[src/rtl/sr_latch_driver_pkg.sv]
// Shared types for the sr_latch sequencer.
//   op_t    : command opcode carried on cmd_op
//   state_t : sequencer FSM states
//   OP_W    : opcode width
//   rsp_check() : pass/fail rule applied to a synchronised Q/QB sample
package sr_drv_pkg;

    localparam int OP_W = 2;

    typedef enum logic [OP_W-1:0] {
        OP_READ    = 2'b00,
        OP_SET     = 2'b01,
        OP_RESET   = 2'b10,
        OP_ILLEGAL = 2'b11
    } op_t;

    typedef enum logic [1:0] {
        ST_IDLE,
        ST_PULSE,
        ST_SETTLE,
        ST_RESP
    } state_t;

    // A complementary Q/QB pair is required for every op; SET and RESET
    // additionally require Q to reflect the pulse that was just driven.
    function automatic logic rsp_check(op_t op, logic q, logic qb);
        return (q == qb)
            || (op == OP_SET     && !q)
            || (op == OP_RESET   &&  q)
            || (op == OP_ILLEGAL);
    endfunction

endpackage

[src/rtl/sr_latch_driver_if.sv]
// Command/response bus between a host and sr_latch_driver.
//   cmd_valid/cmd_ready/cmd_op : command handshake (host -> driver)
//   rsp_valid/rsp_q/rsp_err    : one-cycle response strobe (driver -> host)
// Modports: master = host side, slave = driver side.
interface sr_latch_driver_if;
    import sr_drv_pkg::*;

    logic cmd_valid;
    logic cmd_ready;
    op_t  cmd_op;
    logic rsp_valid;
    logic rsp_q;
    logic rsp_err;

    modport master (
        output cmd_valid, cmd_op,
        input  cmd_ready, rsp_valid, rsp_q, rsp_err
    );

    modport slave (
        input  cmd_valid, cmd_op,
        output cmd_ready, rsp_valid, rsp_q, rsp_err
    );

endinterface

[src/rtl/sr_latch_driver_sync2.sv]
// Two-flop synchroniser for a single asynchronous input.
//   clk : sampling clock
//   rst : synchronous active-high reset, clears both flops to 0
//   d   : asynchronous input
//   q   : synchronised output, two clk edges behind d
module sync2 (
    input  logic clk,
    input  logic rst,
    input  logic d,
    output logic q
);

    logic meta;

    always_ff @(posedge clk) begin
        if (rst) begin
            meta <= 1'b0;
            q    <= 1'b0;
        end else begin
            meta <= d;
            q    <= meta;
        end
    end

endmodule

[src/rtl/sr_latch_driver.sv]
// Sequencer for the analog SR latch: accepts READ/SET/RESET commands,
// drives mutually exclusive timed S/R pulses, waits for the latch to settle,
// samples synchronised Q/QB and returns a checked response, keeping
// saturating pass/fail counters.
//   clk, rst          : clock, synchronous active-high reset
//   bus (slave)       : command handshake and response strobe
//   s_out, r_out      : latch S / R drives, never high together
//   q_in, qb_in       : latch outputs, asynchronous to clk
//   pass_cnt/fail_cnt : saturating response counters
module sr_latch_driver
    import sr_drv_pkg::*;
#(
    parameter int PULSE_CYCLES  = 4,
    parameter int SETTLE_CYCLES = 8,
    parameter int CNT_W         = 8
) (
    input  logic               clk,
    input  logic               rst,
    sr_latch_driver_if.slave   bus,
    output logic               s_out,
    output logic               r_out,
    input  logic               q_in,
    input  logic               qb_in,
    output logic [CNT_W-1:0]   pass_cnt,
    output logic [CNT_W-1:0]   fail_cnt
);

    // One down-counter serves both timed phases; it counts N-1 .. 0.
    localparam int MAXC = (PULSE_CYCLES > SETTLE_CYCLES) ? PULSE_CYCLES : SETTLE_CYCLES;
    localparam int CW   = (MAXC > 2) ? $clog2(MAXC) : 1;
    localparam logic [CW-1:0] PULSE_LD  = CW'(PULSE_CYCLES - 1);
    localparam logic [CW-1:0] SETTLE_LD = CW'(SETTLE_CYCLES - 1);

    state_t          state, state_nxt;
    op_t             op_q, op_nxt;
    logic [CW-1:0]   cnt, cnt_nxt;
    logic            s_nxt, r_nxt;
    logic            rsp_valid, rsp_q, rsp_err;
    logic            rv_nxt, rq_nxt, re_nxt;
    logic            q_s, qb_s;

    sync2 u_sync_q  (.clk(clk), .rst(rst), .d(q_in),  .q(q_s));
    sync2 u_sync_qb (.clk(clk), .rst(rst), .d(qb_in), .q(qb_s));

    assign bus.cmd_ready = (state == ST_IDLE);
    assign bus.rsp_valid = rsp_valid;
    assign bus.rsp_q     = rsp_q;
    assign bus.rsp_err   = rsp_err;

    always_comb begin
        state_nxt = state;
        op_nxt    = op_q;
        cnt_nxt   = cnt;
        s_nxt     = s_out;
        r_nxt     = r_out;
        rv_nxt    = 1'b0;
        rq_nxt    = rsp_q;
        re_nxt    = rsp_err;
        unique case (state)
            ST_IDLE: begin
                if (bus.cmd_valid) begin
                    op_nxt = bus.cmd_op;
                    unique case (bus.cmd_op)
                        OP_SET: begin
                            state_nxt = ST_PULSE;
                            cnt_nxt   = PULSE_LD;
                            s_nxt     = 1'b1;
                        end
                        OP_RESET: begin
                            state_nxt = ST_PULSE;
                            cnt_nxt   = PULSE_LD;
                            r_nxt     = 1'b1;
                        end
                        OP_READ: begin
                            state_nxt = ST_SETTLE;
                            cnt_nxt   = SETTLE_LD;
                        end
                        default: begin
                            // Illegal op: answer immediately, no latch activity.
                            state_nxt = ST_RESP;
                            rv_nxt    = 1'b1;
                            rq_nxt    = q_s;
                            re_nxt    = 1'b1;
                        end
                    endcase
                end
            end
            ST_PULSE: begin
                if (cnt == '0) begin
                    state_nxt = ST_SETTLE;
                    cnt_nxt   = SETTLE_LD;
                    s_nxt     = 1'b0;
                    r_nxt     = 1'b0;
                end else begin
                    cnt_nxt = cnt - CW'(1);
                end
            end
            ST_SETTLE: begin
                // The sample on the last settle cycle becomes the response.
                if (cnt == '0) begin
                    state_nxt = ST_RESP;
                    rv_nxt    = 1'b1;
                    rq_nxt    = q_s;
                    re_nxt    = rsp_check(op_q, q_s, qb_s);
                end else begin
                    cnt_nxt = cnt - CW'(1);
                end
            end
            ST_RESP: begin
                state_nxt = ST_IDLE;
            end
            default: begin
                state_nxt = ST_IDLE;
                s_nxt     = 1'b0;
                r_nxt     = 1'b0;
            end
        endcase
    end

    always_ff @(posedge clk) begin
        if (rst) begin
            state     <= ST_IDLE;
            op_q      <= OP_READ;
            cnt       <= '0;
            s_out     <= 1'b0;
            r_out     <= 1'b0;
            rsp_valid <= 1'b0;
            rsp_q     <= 1'b0;
            rsp_err   <= 1'b0;
        end else begin
            state     <= state_nxt;
            op_q      <= op_nxt;
            cnt       <= cnt_nxt;
            s_out     <= s_nxt;
            r_out     <= r_nxt;
            rsp_valid <= rv_nxt;
            rsp_q     <= rq_nxt;
            rsp_err   <= re_nxt;
        end
    end

    // Counters advance on the edge that closes the response cycle.
    always_ff @(posedge clk) begin
        if (rst) begin
            pass_cnt <= '0;
            fail_cnt <= '0;
        end else if (rsp_valid) begin
            if (rsp_err) begin
                if (fail_cnt != '1) fail_cnt <= fail_cnt + CNT_W'(1);
            end else begin
                if (pass_cnt != '1) pass_cnt <= pass_cnt + CNT_W'(1);
            end
        end
    end

endmodule
[src/flat_wrapper.sv]
// flat-port wrapper written by rule: the top's interface ports become plain ports
module sr_latch_driver_flat import sr_drv_pkg::*;
#(
    parameter int PULSE_CYCLES  = 4,
    parameter int SETTLE_CYCLES = 8,
    parameter int CNT_W         = 8
)
  (clk, rst, s_out, r_out, q_in, qb_in, pass_cnt, fail_cnt, bus_cmd_valid, bus_cmd_op, bus_cmd_ready, bus_rsp_valid, bus_rsp_q, bus_rsp_err);
  sr_latch_driver_if bus_i ();
  input  logic clk;
  input  logic rst;
  output logic s_out;
  output logic r_out;
  input  logic q_in;
  input  logic qb_in;
  output logic [CNT_W-1:0] pass_cnt;
  output logic [CNT_W-1:0] fail_cnt;
  input wire logic [$bits(bus_i.cmd_valid)-1:0] bus_cmd_valid;
  input wire logic [$bits(bus_i.cmd_op)-1:0] bus_cmd_op;
  output wire logic [$bits(bus_i.cmd_ready)-1:0] bus_cmd_ready;
  output wire logic [$bits(bus_i.rsp_valid)-1:0] bus_rsp_valid;
  output wire logic [$bits(bus_i.rsp_q)-1:0] bus_rsp_q;
  output wire logic [$bits(bus_i.rsp_err)-1:0] bus_rsp_err;
  assign bus_i.cmd_valid = bus_cmd_valid;
  assign bus_i.cmd_op = bus_cmd_op;
  assign bus_cmd_ready = bus_i.cmd_ready;
  assign bus_rsp_valid = bus_i.rsp_valid;
  assign bus_rsp_q = bus_i.rsp_q;
  assign bus_rsp_err = bus_i.rsp_err;
  sr_latch_driver #(.PULSE_CYCLES(PULSE_CYCLES), .SETTLE_CYCLES(SETTLE_CYCLES), .CNT_W(CNT_W)) u_core (.clk(clk), .rst(rst), .bus(bus_i), .s_out(s_out), .r_out(r_out), .q_in(q_in), .qb_in(qb_in), .pass_cnt(pass_cnt), .fail_cnt(fail_cnt));
endmodule
[config.mk]
export PLATFORM = sky130hd
export DESIGN_NAME = sr_latch_driver_flat
export DESIGN_NICKNAME = d
export VERILOG_FILES = /design/src/rtl/sr_latch_driver_pkg.sv /design/src/rtl/sr_latch_driver_if.sv /design/src/rtl/sr_latch_driver_sync2.sv /design/src/rtl/sr_latch_driver.sv /design/src/flat_wrapper.sv
export SDC_FILE = /design/constraint.sdc
export NUM_CORES = 1
export LEC_CHECK = 0
export ABC_AREA = 1
export CAP_MARGIN = 20
export CORE_ASPECT_RATIO = 2
export CORE_UTILIZATION = 45
export DETAILED_ROUTE_END_ITERATION = 8
export PLACE_DENSITY_LB_ADDON = 0.15
export REMOVE_ABC_BUFFERS = 1
export SLEW_MARGIN = 5
export SYNTH_ARGS = -nofsm -noshare
export SYNTH_HDL_FRONTEND = slang
export SYNTH_HIERARCHICAL = 1
export SYNTH_SLANG_ARGS = --single-unit
[constraint.sdc]
create_clock -name clk -period 1.21 [get_ports clk]
set_input_delay 0.1815 -clock clk [delete_from_list [all_inputs] [get_ports clk]]
set_output_delay 0.1815 -clock clk [all_outputs]
set_load 0.1 [all_outputs]
# ---- Yosys cells after proc, flatten, opt, wreduce, memory -nomap -nowiden
# Index checks and enable logic that the tools add are counted.
dict set report word_totals {
  reg_bits 32
  inputBits 7
  out_inout_bits 22
  elab_cells 88
}
dict set report op_classes {
  n_addsub 3
  n_eq_ne 19
  mux 29
  bitwise 1
  n_reduce_logical 22
}
# operator count
set ops {}
lappend ops {{$add A8 B1 Y8 const B} 2}
lappend ops {{$ne A8 B8 Y1 const B} 2}
lappend ops {{$reduce_and A4 Y1} 4}
lappend ops {{$mux W1} 14}
lappend ops {{$eq A2 B2 Y1 const B} 5}
lappend ops {{$pmux W1 S2} 5}
lappend ops {{$mux W3} 3}
lappend ops {{$pmux W3 S3} 1}
lappend ops {{$reduce_and A3 Y1} 3}
lappend ops {{$ne A2 B1 Y1 const B} 4}
lappend ops {{$pmux W2 S4} 1}
lappend ops {{$eq A2 B1 Y1 const B} 3}
lappend ops {{$mux W2} 3}
lappend ops {{$ne A2 B2 Y1 const B} 3}
lappend ops {{$pmux W3 S2} 1}
lappend ops {{$logic_not A2 Y1} 2}
lappend ops {{$pmux W2 S2} 1}
lappend ops {{$reduce_bool A2 Y1} 2}
lappend ops {{$logic_not A3 Y1} 1}
lappend ops {{$logic_or A1 B1 Y1} 3}
lappend ops {{$ne A3 B2 Y1 const B} 1}
lappend ops {{$reduce_bool A3 Y1} 1}
lappend ops {{$reduce_or A3 Y1} 1}
lappend ops {{$sub A3 B1 Y3 const B} 1}
lappend ops {{other kinds (6)} 7}

# ---- Longest topological paths before layout
dict set report depth {
  depth_word 7
  depth_mapped 9
  ltp_nobuf 9
}

# ---- By module
# Netlist, hierarchy kept.
# module instances cells_each area_each_um2 seq_area_each_um2
set modules_own_cells {}
lappend modules_own_cells {sr_latch_driver 1 248 1710.4 560.5}
lappend modules_own_cells {sync2 2 6 55.1 40.0}

# ---- Worst setup path after synthesis
# No wires, ideal clock.
dict set report synth_path {
  path_kind {flip-flop to flip-flop}
  startpoint {register u_core.state[0]}
  endpoint {register u_core.r_out}
  setup_time_ps 141
  arrival_time_ps 1909
  required_ps 1069
  slack_ps -840
  stages_incl_launch_ff 9
  path_buffers 1
  synth_period_minus_slack_ps 2050
  cell_sequence {dfxtp_1 inv_1 ha_1 buf_4 nand2_1 o21ai_0 o211ai_1 nand2_1 a21oi_1}
}
dict set report synth_between {
  elab_chain_len 3
  elab_cells_between_ends 8
  cone_classes {eq/ne: 4; mux: 1; reduce/logical: 3}
}
# item line_no
set synth_lines {}
lappend synth_lines {{start: declaration} sr_latch_driver.sv:34} ;# state_t state, state_nxt;
lappend synth_lines {{start signal: assignment} sr_latch_driver.sv:131} ;# state <= state_nxt;
lappend synth_lines {{$logic_not A2 Y1 *} n/a}
lappend synth_lines {{via bus_cmd_ready} flat_wrapper.sv:20} ;# output wire logic [$bits(bus_i.cmd_ready)-1:0] bus_cmd_ready;
lappend synth_lines {{$ne A2 B1 Y1 (no line) (tied with other cells)} n/a}
lappend synth_lines {{$reduce_and A4 Y1 (no line)} n/a}
lappend synth_lines {{end signal: assignment} sr_latch_driver.sv:135} ;# r_out <= r_nxt;
lappend synth_lines {{end: declaration} sr_latch_driver.sv:21} ;# output logic r_out,
# Mark *: on every way through the listed nets, which the timed path passes. The rest lies on a longest branch.
# A chain may end at the register's enable or synchronous reset.

# ---- Final worst setup path
dict set report layout_path {
  startpoint {register u_core.state[0]}
  endpoint {register u_core.cnt[0]}
}
dict set report layout_between {
  elab_chain_len 3
  elab_cells_between_ends 9
  cone_classes {eq/ne: 5; mux: 1; reduce/logical: 3}
}
# item line_no
set layout_lines {}
lappend layout_lines {{$eq A2 B2 Y1 (tied with other cells)} sr_latch_driver.sv:59} ;# unique case (state)
lappend layout_lines {{$ne A2 B2 Y1 (no line) (tied with other cells)} n/a}
lappend layout_lines {{$reduce_and A4 Y1 (no line)} n/a}
lappend layout_lines {{end signal: assignment} sr_latch_driver.sv:133} ;# cnt <= cnt_nxt;
lappend layout_lines {{end: declaration} sr_latch_driver.sv:36} ;# logic [CW-1:0] cnt, cnt_nxt;
# Parallel ways exist; a longest one is shown, timed or not.

==> results.md <==
| Group | Quantity | This run |
| --- | --- | --- |
| detailed routing | Vias/cell | 5.15 |
| finish | Final std cells w/o fill | 396 |
| clock tree | Insertion delay to the later sink of the worst-skew pair | 290 ps |
| finish | Finished layout cell area | 3110 µm² |
| finish | Finished Core Util | 80.8% |
| timing | Final worst-path setup slack | -161 ps |
| synthesis | Mean instance size in the synthesized netlist | 7.00 µm² |
| synthesis | Post-Synthesis Cells | 260 |
| clock tree | Number of levels the H-tree was split into | 2 |
| synthesis | Register bit total from synthesis | 32 |
| setup path | Largest fanout on the critical path | 5 |
| setup path | Crit start category | flip-flop |
| floorplan | I/O pin count | 29 |
| min path | Hold WC Path Type | input pin to flip-flop |
| place | Total instance count after detailed placement | 384 |
| synthesis | Synth unique cells | 25 |
| timing | Rel. slew slack | 83.7% |
| synthesis | Number of enable flip-flop cells after synthesis | 0 |
| run | Number of max-cap violations | 0 |
| floorplan | Std-Cell Rows | 32 |
| power and ir drop | Combinational power share | 62.9% |
| min path | Count of cells along the worst hold path | 4 |
| finish | Final net count | 365 |
| timing | Number of max-slew violations in the final report | 0 |
| setup path | Family of cells with the greatest summed delay on the critical path | simple AND/OR/NAND/NOR gates |
| detailed routing | Total wire length | 5.45 mm |
| global route | Total overflow reported by the global router | 0 |
| place | Gpl congestion | 0.794 |
| place | Number of buffer cells added on primary ports | 28 |
| global route | Maximum number of pins on one net before global-route repair | 18 |
| setup path | Library cell appearing most often on the critical path | nand2_1 |
| power and ir drop | Share of total power in sequential cells | 23.3% |
| setup path | Critical path class | flip-flop to flip-flop |
| floorplan | Die height | 92.0 µm |
| timing | Setup repair after global routing missed its margin | true |
| place | Standard cell area after detailed placement | 2740 µm² |
| synthesis | Prevailing post-synth register cell | dfxtp_1 |
| finish | Number of diodes added for antenna fixing | 0 |
| outcome | Failing checks | setup timing |
| setup path | Beginning of the worst register-to-register path | u_core/state[0]$_SDFFE_PP0P_ |
| finish | Syn-to-layout area delta | 70.6% |
| clock tree | Number of sinks on the clock net | 32 |
| detailed routing | WL/cell | 13.8 µm |
| global route | Global-route wire length before repair | 8.18 mm |
| synthesis | Post-synthesis instance area | 1820 µm² |
| global route | Number of antenna violations at the first check in global routing | 0 |
| timing | Final count of negative-setup-slack endpoints | 15 |
| setup path | Endpoint arrival time on the critical path | 1590 ps |
| power and ir drop | Max rail drop VDD | 2.03 mV |
| min path | Start point of the worst min-delay path | bus_cmd_op[0] |
| power and ir drop | Switching power | 2600 µW |
| synthesis | Register area share after synthesis | 35.2% |
| clock tree | Buffer cell driving the clock tree root | clkbuf_8 |
| detailed routing | First DRT Iteration DRCs | 51 |
| setup path | Worst reg2reg setup slack | -160 ps |
| setup path | Required time worst endpoint | 1430 ps |
| clock tree | Number of buffers created by CTS | 5 |
| timing | Achievable Freq | 730 MHz |
| floorplan | Effective utilization at floorplan | 47.4% |
| min path | Worst min-delay path endpoint | u_core/op_q[0]$_SDFFE_PP0P_ |
| global route | Number of global-route vias before repair | 2018 |
| floorplan | Total Die Area | 4320 µm² |
| clock tree | Clock tree buffer depth | 2 |
| timing | Worst-Margin Slew | 242 ps |
| synthesis | Fraction of registers with async set/reset | 0% |
| synthesis | Yosys warnings | 6 |
| setup path | Critical path capture point type | flip-flop |
| floorplan | Width of the chip | 47.0 µm |
| outcome | Outcome | finished with violations |
| timing | Clock skew | 7.99 ps |
| power and ir drop | Internal Pwr Total | 3200 µW |
| global route | Overall Global Routing Usage | 26.2% |
| detailed routing | DRC violation count after routing | 0 |
| timing | Time the worst path needs with I/O delays and setup | 1370 ps |
| power and ir drop | Power density relative to cell area | 1870 nW/µm² |
| clock tree | Register clock-pin slew on the reported worst setup and hold paths | 70 ps |
| setup path | Length in cells of the worst reg-to-reg path | 7 |
| power and ir drop | Part of the total power dissipated in the clock network | 13.7% |
| detailed routing | Number of routed nets with antenna violations | 0 |
| power and ir drop | Cell leakage power | 0.00134 µW |
| finish | Share of post-route cells with drive strength above 1 | 43.8% |
| power and ir drop | Fraction of power spent switching nets | 44.8% |
| setup path | Delay contributed by the slowest stage of the critical path | 330 ps |
| detailed routing | Via total after detailed routing | 2039 |
| floorplan | Area of the placeable core | 3840 µm² |
| setup path | Cell-by-cell listing of the critical path | buf_4, ha_1, a21oi_2, nand3_4, nand2_1, nand2_1, nor2_1 |
| setup path | Critical Path Slowest Stage Cell | dfxtp_2 |
| detailed routing | Number of detailed-route iterations in the first pass | 4 |
| timing | Period utilisation layout | 113% |
| clock tree | CTS tree | done |
| setup path | Endpoint of the lowest-slack register-to-register path | u_core/cnt[0]$_SDFFE_PP0P_ |
| place | HPWL Detailed | 3.51 mm |
| setup path | Number of buffers and inverters on the critical path | 1 |
| timing | Number of endpoints with negative hold slack in the final report | 0 |
-- cell families after synthesis --
family / after synthesis / synth area share (%)
compound gates: 38 / 12.6
xor+xnor: 7 / 3.37
fa+ha+maj: 13 / 8.93
buf+inv: 43 / 9.14
flops: 32 / 35.2
simple gates: 127 / 30.8
-- cell usage after synthesis (5+ instances only) --
cell / n / area share (%)
nand2_1: 62 / 13
inv_1: 36 / 7.4
nor2_1: 35 / 7.2
dfxtp_1: 32 / 35
o21ai_0: 15 / 4.1
ha_1: 13 / 8.9
a21oi_1: 11 / 3.0
nand3_1: 11 / 3.0
a21oi_2: 7 / 3.4
nand4_1: 6 / 2.1
o211ai_1: 5 / 2.1
-- repair_timing --
action / 4_1_cts / 5_1_grt
resized for setup: 45 / 37
setup buffers: 4 / 1
hold buffers: 0 / 0
pin swaps: 12 / 16
setup endpoints to repair: 26 / 29
-- power by group through the flow --
stage	clock, µW	combinational, µW	sequential [µW]
after floorplan	0	1170	1690
after global placement	0	2720	1330
after detailed placement	0	2760	1340
after CTS	804	3290	1330
after global routing	853	3840	1370
final	797	3650	1350
-- sequential cells by signal, indices dropped and copies added (netlist names) --
register and flops:
u_core/bus.rsp_err 1, u_core/bus.rsp_q 1, u_core/bus.rsp_valid 1, u_core/cnt 3, u_core/fail_cnt 8, u_core/op_q 2, u_core/pass_cnt 8, u_core/r_out 1
u_core/s_out 1, u_core/state 2, u_core/u_sync_q/meta 1, u_core/u_sync_q/q 1, u_core/u_sync_qb/meta 1, u_core/u_sync_qb/q 1
-- per-layer routing --
metal	vias up	track usage [%]	share of wire, %
met4	0	16.2	4.1
met3	24	4.33	2.6
met1	961	21.1	33
met5	-	0	0
li1	995	-	-
met2	59	50.8	60
-- worst max-delay path by stage --
stage                                             from                             to  slack, ps  cells after the start
after detailed placement                 bus_cmd_op[1]     u_core/cnt[0]$_SDFFE_PP0P_       -450                      9
final                     u_core/state[0]$_SDFFE_PP0P_     u_core/cnt[0]$_SDFFE_PP0P_       -160                      7
after global routing      u_core/state[0]$_SDFFE_PP0P_     u_core/cnt[0]$_SDFFE_PP0P_       -200                      7
after floorplan           u_core/state[0]$_SDFFE_PP0P_  u_core/bus.rsp_q$_SDFFE_PP0P_       -880                      8
after global placement                   bus_cmd_op[1]     u_core/cnt[0]$_SDFFE_PP0P_       -400                      9
after CTS                 u_core/state[1]$_SDFFE_PP0P_                  bus_cmd_ready       -120                      4
-- metrics by stage --
stage                     setup TNS, ps  setup WS (ps)  hold slack (ps)  total power (µW)
after CTS                          -727           -121              405              5430
after floorplan                  -21630           -880              244              2860
after global routing              -1840           -205              338              6060
final                              -959           -161              326              5800
after global placement            -3430           -401              389              4050
after detailed placement          -4240           -449              399              4100
-- worst reg2reg max path, cell delays in order (launching register included) --
cell	delay, ps
dfxtp_2	330
buf_4	140
ha_1	230
a21oi_2	220
nand3_4	140
nand2_1	90
nand2_1	50
nor2_1	100
-- layout by cell type (no fill, tap or decap), drive strengths merged --
master,netlist,routed
o21ai,15,15
o211ai,5,5
clkdlybuf4s50,0,4
nor2,38,38
xor2,4,4
dfxtp,32,32
nand4,6,6
nand3,12,12
nor3,2,2
nand2,68,68
inv,40,40
clkbuf,0,6
a21oi,18,18
buf,3,75
dlymetal6s2s,0,1
nand3b,1,1
dlygate4sd2,0,1
ha,13,13
clkinv,0,1
xnor2,3,3
-- final cells by class --
class	instances	area, µm²
Multi-Input combinational cell	185	1220
Timing Repair Buffer	81	927
Fill cell	243	738
Sequential cell	32	653
Inverter	40	165
Clock buffer	6	72.6
Tap cell	51	63.8
Clock inverter	1	5.00
Note: power is estimated with default switching activity, not from simulation.
